[config.mk]
export PLATFORM = sky130hd
export DESIGN_NAME = cdc_fifo_push_arbiter
export DESIGN_NICKNAME = d
export VERILOG_FILES = /design/src/rtl/cdc_fifo_push_arbiter.sv
export SDC_FILE = /design/constraint.sdc
export NUM_CORES = 1
export LEC_CHECK = 0
export BUFFER_PORTS_ARGS = -buffer_cell sky130_fd_sc_hd__clkbuf_2
export CELL_PAD_IN_SITES_DETAIL_PLACEMENT = 0
export CELL_PAD_IN_SITES_GLOBAL_PLACEMENT = 1
export CORE_MARGIN = 2
export CORE_UTILIZATION = 25
export CTS_BUF_LIST = sky130_fd_sc_hd__clkbuf_8
export DETAILED_ROUTE_END_ITERATION = 10
export PLACE_DENSITY = 0.9
export SYNTH_ARGS = -nofsm -noshare
export SYNTH_HDL_FRONTEND = slang
export SYNTH_SLANG_ARGS = --single-unit
[constraint.sdc]
create_clock -name clk_DA -period 5.9 [get_ports clk_DA]
set_clock_uncertainty 0.15 [all_clocks]
set_input_delay 0.59 -clock clk_DA [delete_from_list [all_inputs] [get_ports clk_DA]]
set_output_delay 0.59 -clock clk_DA [all_outputs]
set_load 0.005 [all_outputs]
[src/rtl/cdc_fifo_push_arbiter.sv]
// Round-robin arbiter that shares the domain-A push port of one CDC FIFO
// between NumReq requesters. Each grant is a burst that ends on Last, on
// MaxBurst accepted words, or when the granted requester withdraws.
module cdc_fifo_push_arbiter #(
    parameter int unsigned NumReq    = 4,
    parameter int unsigned DataWidth = 32,
    parameter int unsigned MaxBurst  = 8
) (
    input  logic                          clk_DA,
    input  logic                          rst_n,
    input  logic [NumReq-1:0]             Req_DA,
    input  logic [NumReq*DataWidth-1:0]   Data_DA,
    input  logic [NumReq-1:0]             Last_DA,
    output logic [NumReq-1:0]             Ack_DA,
    output logic [NumReq-1:0]             Grant_DA,
    output logic                          Push_DA,
    output logic [DataWidth-1:0]          DataIn_DA,
    input  logic                          FifoFull_DA,
    output logic                          Busy_DA
);

    localparam int unsigned IdxW = (NumReq > 1) ? $clog2(NumReq) : 1;
    localparam int unsigned CntW = $clog2(MaxBurst + 1);

    typedef enum logic {
        IDLE  = 1'b0,
        BURST = 1'b1
    } stateT;

    stateT                 state, stateNxt;
    logic [IdxW-1:0]       grantIdx, grantIdxNxt;
    logic [IdxW-1:0]       lastGrant, lastGrantNxt;
    logic [NumReq-1:0]     grantNxt;
    logic [CntW-1:0]       burstCnt, burstCntNxt;
    logic                  busyNxt;

    logic                  winnerFound;
    logic [IdxW-1:0]       winnerIdx;
    logic [IdxW:0]         candIdx;
    logic                  reqG;
    logic                  accept;
    logic                  endBurst;
    logic [DataWidth-1:0]  dataSlice [NumReq];

    // Unpack the requester words so the granted one can be selected by index.
    for (genvar i = 0; i < NumReq; i++) begin : gSlice
        assign dataSlice[i] = Data_DA[i*DataWidth +: DataWidth];
    end

    // Round-robin search upward from the requester after the last winner.
    always_comb begin
        winnerFound = 1'b0;
        winnerIdx   = '0;
        candIdx     = '0;
        for (int unsigned k = 1; k <= NumReq; k++) begin
            candIdx = {1'b0, lastGrant} + (IdxW+1)'(k);
            if (candIdx >= (IdxW+1)'(NumReq)) begin
                candIdx = candIdx - (IdxW+1)'(NumReq);
            end
            if (!winnerFound && Req_DA[candIdx[IdxW-1:0]]) begin
                winnerFound = 1'b1;
                winnerIdx   = candIdx[IdxW-1:0];
            end
        end
    end

    // Push handshake for the granted requester; inactive outside BURST.
    always_comb begin
        reqG      = Req_DA[grantIdx];
        accept    = (state == BURST) && reqG && !FifoFull_DA;
        endBurst  = (state == BURST) &&
                    (!reqG || (accept && (Last_DA[grantIdx] ||
                                          burstCnt == CntW'(MaxBurst - 1))));
        Push_DA   = accept;
        Ack_DA    = accept ? Grant_DA : '0;
        DataIn_DA = dataSlice[grantIdx];
    end

    // Next-state logic: arbitrate in IDLE, count and terminate bursts in BURST.
    always_comb begin
        stateNxt     = state;
        grantIdxNxt  = grantIdx;
        lastGrantNxt = lastGrant;
        grantNxt     = Grant_DA;
        burstCntNxt  = burstCnt;
        busyNxt      = Busy_DA;
        case (state)
            IDLE: begin
                if (winnerFound) begin
                    stateNxt    = BURST;
                    busyNxt     = 1'b1;
                    grantIdxNxt = winnerIdx;
                    grantNxt    = NumReq'(1) << winnerIdx;
                    burstCntNxt = '0;
                end
            end
            BURST: begin
                if (accept) begin
                    burstCntNxt = burstCnt + CntW'(1);
                end
                if (endBurst) begin
                    stateNxt     = IDLE;
                    busyNxt      = 1'b0;
                    lastGrantNxt = grantIdx;
                    grantIdxNxt  = '0;
                    grantNxt     = '0;
                end
            end
            default: begin
                stateNxt = IDLE;
                busyNxt  = 1'b0;
                grantNxt = '0;
            end
        endcase
    end

    // State register; requester 0 has first priority out of reset.
    always_ff @(posedge clk_DA or negedge rst_n) begin
        if (!rst_n) begin
            state     <= IDLE;
            grantIdx  <= '0;
            lastGrant <= IdxW'(NumReq - 1);
            Grant_DA  <= '0;
            burstCnt  <= '0;
            Busy_DA   <= 1'b0;
        end else begin
            state     <= stateNxt;
            grantIdx  <= grantIdxNxt;
            lastGrant <= lastGrantNxt;
            Grant_DA  <= grantNxt;
            burstCnt  <= burstCntNxt;
            Busy_DA   <= busyNxt;
        end
    end

endmodule

==> summary.md <==
| Metric | Value |
|---|---|
| Number of placement rows | `28` |
| Number of enable flip-flop cells after synthesis | `0` |
| Share of the clock period used by the worst path after layout | `0.5124` |
| Number of slew-limit violations in the final report | `0` |
| Io pins | `181` |
| Proportion of synthesized flip-flops having asynchronous set or reset | `1.000` |
| Cells resized by post-CTS repair | `0` |
| Number of vias after detailed routing | `1,826` |
| TritonCTS clock tree | `done` |
| Sequential share of the synthesized area | `0.2276` |
| Synth Net Count | `255` |
| Total area of multi-input combinational cells | `1137 sq um` |
| Post-synth top area share | `0.4794` |
| Final HPWL from detailed placement | `5.385 mm` |
| Clock Path Buffers | `2` |
| Starting density of the core | `0.2603` |
| Reg-to-reg setup timing slack | `3.29 ns` |
| Placed cell count | `362` |
| Result of the run | `completed` |
| Maximum fanout along the worst path | `33` |
| Total power density per cell area | `355.2 nW/um^2` |
| Unique cell type count in the Yosys netlist | `34` |
| Commonest register cell after synthesis | `dfrtp_1` |
| VDD IR-drop max | `0.1287 mV` |
| Minimum clock period after layout | `3.023 ns` |
| Die outline height | `82.75 um` |
| Dominant cell type by area after synthesis | `mux4_2` |
| Placed cell area | `2509 sq um` |
| Area contributors post-synth | `mux4_2 (48%), dfrtp_1 (19%), dfstp_2 (3.4%), nand2_1 (2.7%), mux2i_1 (2.6%)` |
| Maximum frequency from static timing analysis | `0.3308 GHz` |
| Initial DRC Count | `33` |
| Remaining DRCs | `0` |
| Maximum number of pins on one net before global-route repair | `38` |
| Clock transition time at the flip-flop clock pins of the worst setup and hold paths | `0.06 ns` |
| End of the critical path | `Push_DA` |
| Critical Path Max Stage Delay | `0.69 ns` |
| Ratio of cells with drive above 1 in the final layout | `0.7766` |
| Cell count after synthesis | `115` |
| Total routing usage reported by global routing | `0.1625` |
| Final antenna diode count | `0` |
| Wire length of the first global-routing pass | `8.473 mm` |
| Number of max-cap violations | `0` |
| Number of nets in the layout | `432` |
| Via density per instance | `4.989` |
| Setup violations, final | `0` |
| Area of the mapped netlist | `1550 sq um` |
| Final hold vios | `0` |
| Number of register bits inferred by synthesis | `14` |
| Critical Path Slowest Stage Cell | `mux4_2` |
| Hold/Removal Path Class | `input port to asynchronous set/reset pin` |
| Filler cell count in the final layout | `604` |
| Most used standard cell by instance count after synthesis | `mux4_2` |
| Cell count of the worst reg-to-reg path | `4` |
| Routed len/inst | `16.79 um` |
| Setup TNS after final layout | `0 ns` |
| TritonCTS Sinks | `14` |
| Post-CTS Setup Bufs | `0` |
| Endpoint of the worst-slack reg-to-reg timing path | `lastGrant[1]` |
| Die area | `6847 sq um` |
| Clock latency at the later pin of the worst-skew pair | `0.24 ns` |
| RSZ-0062 raised after global routing | `false` |
| Count of antenna-violating nets left after detailed routing | `0` |
| Gp weighted congestion | `0.7711` |
| Critical path, cell by cell | `buf_4 -> mux4_2 -> and2_1 -> clkbuf_2` |
| Number of non-filler instances in the completed layout | `366` |
| YS warnings | `0` |
| Critical path launch point | `grantIdx[0]` |
| Antenna violations before repair | `0` |
| Drt first pass iters | `4` |
| Synth-to-Final Area Change | `65.38%` |
| CP Capture Type | `primary output` |
| Overall overflow remaining after global route | `0` |
| Worst EP required | `5.16 ns` |
| Path type of the worst setup path | `flop to primary output` |
| Sequential Area | `354.1 sq um` |
| Data arrival at the endpoint of the critical path | `2.28 ns` |
| Headroom to the max-slew limit | `0.6190` |
| Total number of H-tree levels | `1` |
| Via count of the first global-routing pass | `1,799` |
| Commonest cells in the netlist | `mux4_2 (33), dfrtp_1 (12), nand2_1 (11), buf_2 (5), nor2_1 (5)` |
| Launching point of the worst reg2reg path | `grantIdx[0]` |
| Transition time at the pin with the least slew margin | `0.5697 ns` |
| Mean Syn Cell Area | `13.48 sq um` |
| Nature of the critical path startpoint | `flop` |
| Final Worst Setup Slack | `2.877 ns` |
| Cts bufs inserted | `3` |
| Final routed wirelength across all metal layers | `6.145 mm` |
| Die width | `82.75 um` |
| Hold buffers post-CTS | `0` |
| Count of buffers inserted at the top-level ports | `180` |
| Setup WS pre-CTS | `3.117 ns` |
| Design area | `2564 sq um` |
| Core region area | `5956 sq um` |
| Root buffer cell | `clkbuf_8` |
| Leakage power figure | `1.330 nW` |
==> cell families (layout without fill, tap and decap cells) <==
family | after synthesis | in the layout | synth area share
buffers and inverters | 12 | 188 | 0.03874
multiplexers | 40 | 40 | 0.5319
adder cells (fa/ha/maj) | 1 | 1 | 0.008070
AND/OR/NAND/NOR | 33 | 33 | 0.1114
AO/OA/AOI/OAI | 14 | 14 | 0.07668
XOR/XNOR | 1 | 1 | 0.005651
flip-flops | 14 | 14 | 0.2276
==> layout by cell type, fill, tap and decap left out <==
cell / synthesis / layout
clkbuf_2: 1 / 180
a21oi_1: 1 / 1
and3_1: 4 / 4
nor2b_1: 3 / 3
xnor2_1: 1 / 1
o22a_1: 1 / 1
o22ai_1: 4 / 4
a21boi_0: 1 / 1
nand3_1: 1 / 1
mux2_4: 2 / 2
or4_1: 2 / 2
buf_4: 0 / 2
mux2i_1: 4 / 4
mux4_2: 33 / 33
o2111ai_4: 1 / 1
inv_1: 2 / 2
nand4b_1: 1 / 1
dfrtp_1: 12 / 11
and2_1: 1 / 1
o211ai_1: 1 / 1
nand2_1: 11 / 11
nand2b_1: 3 / 3
clkbuf_8: 0 / 4
nor2_1: 5 / 5
dfrtp_2: 0 / 1
o32ai_1: 3 / 3
nand4_1: 1 / 1
o21a_1: 1 / 1
dfstp_2: 2 / 2
mux2_2: 1 / 1
and3b_1: 1 / 1
ha_1: 1 / 1
o21ai_0: 1 / 1
==> metrics by stage <==
stage,hold slack (ns),util,total power [mW]
2_1_floorplan,0.1444,-,0.6022
3_3_place_gp,0.3056,0.4212,0.8135
3_5_place_dp,0.3134,0.4212,0.8276
4_1_cts,0.1092,0.4305,0.9245
5_1_grt,0.1091,0.4305,0.9970
6_report,0.09196,0.4305,0.9105
==> flip-flops by register name (all words and copies together) (netlist names) <==
| register | cells |
|---|---|
| grantIdx | 2 |
| burstCnt | 4 |
| Busy_DA | 1 |
| lastGrant | 2 |
| Grant_DA | 4 |
| state | 1 |
==> area by class of cell <==
| class | count | area share |
|---|---|---|
| multi-input combinational | 89 | 0.4436 |
| tap | 75 | 0.03660 |
| clock buffer | 4 | 0.02147 |
| timing repair buffer | 182 | 0.3572 |
| sequential | 14 | 0.1381 |
| inverter | 2 | 0.002928 |
==> worst max-delay path: cells and delay by family, from the launching register on <==
family / cells / cell delay, ns
and+or+nand+nor: 1 / 0.25
DFF: 1 / 0.44
muxes: 1 / 0.69
buffers and inverters: 2 / 0.64
==> power by group <==
group / switching [mW] / leakage (nW) / internal [mW]
Combinational: 0.281 / 1.12 / 0.359
Sequential: 0.0379 / 0.177 / 0.138
Clock: 0.0359 / 0.0288 / 0.0591
==> worst min path at each step <==
stage,from,end,slack (ns)
after CTS,rst_n,burstCnt[0],0.11
final,rst_n,burstCnt[0],0.09
after global routing,rst_n,burstCnt[0],0.11
after global placement,burstCnt[3],burstCnt[3],0.31
after detailed placement,burstCnt[3],burstCnt[3],0.31
after floorplan,rst_n,Busy_DA,0.14
==> routing by layer <==
| metal | share of wire | global-route usage | up-vias |
|---|---|---|---|
| li1 | - | - | 836 |
| met1 | 0.34 | 0.1942 | 875 |
| met2 | 0.54 | 0.3040 | 107 |
| met3 | 0.11 | 0.03043 | 8 |
| met4 | 0.013 | 0.02951 | 0 |
| met5 | 0 | 0 | - |
Note: power is estimated with default switching activity, not from simulation.
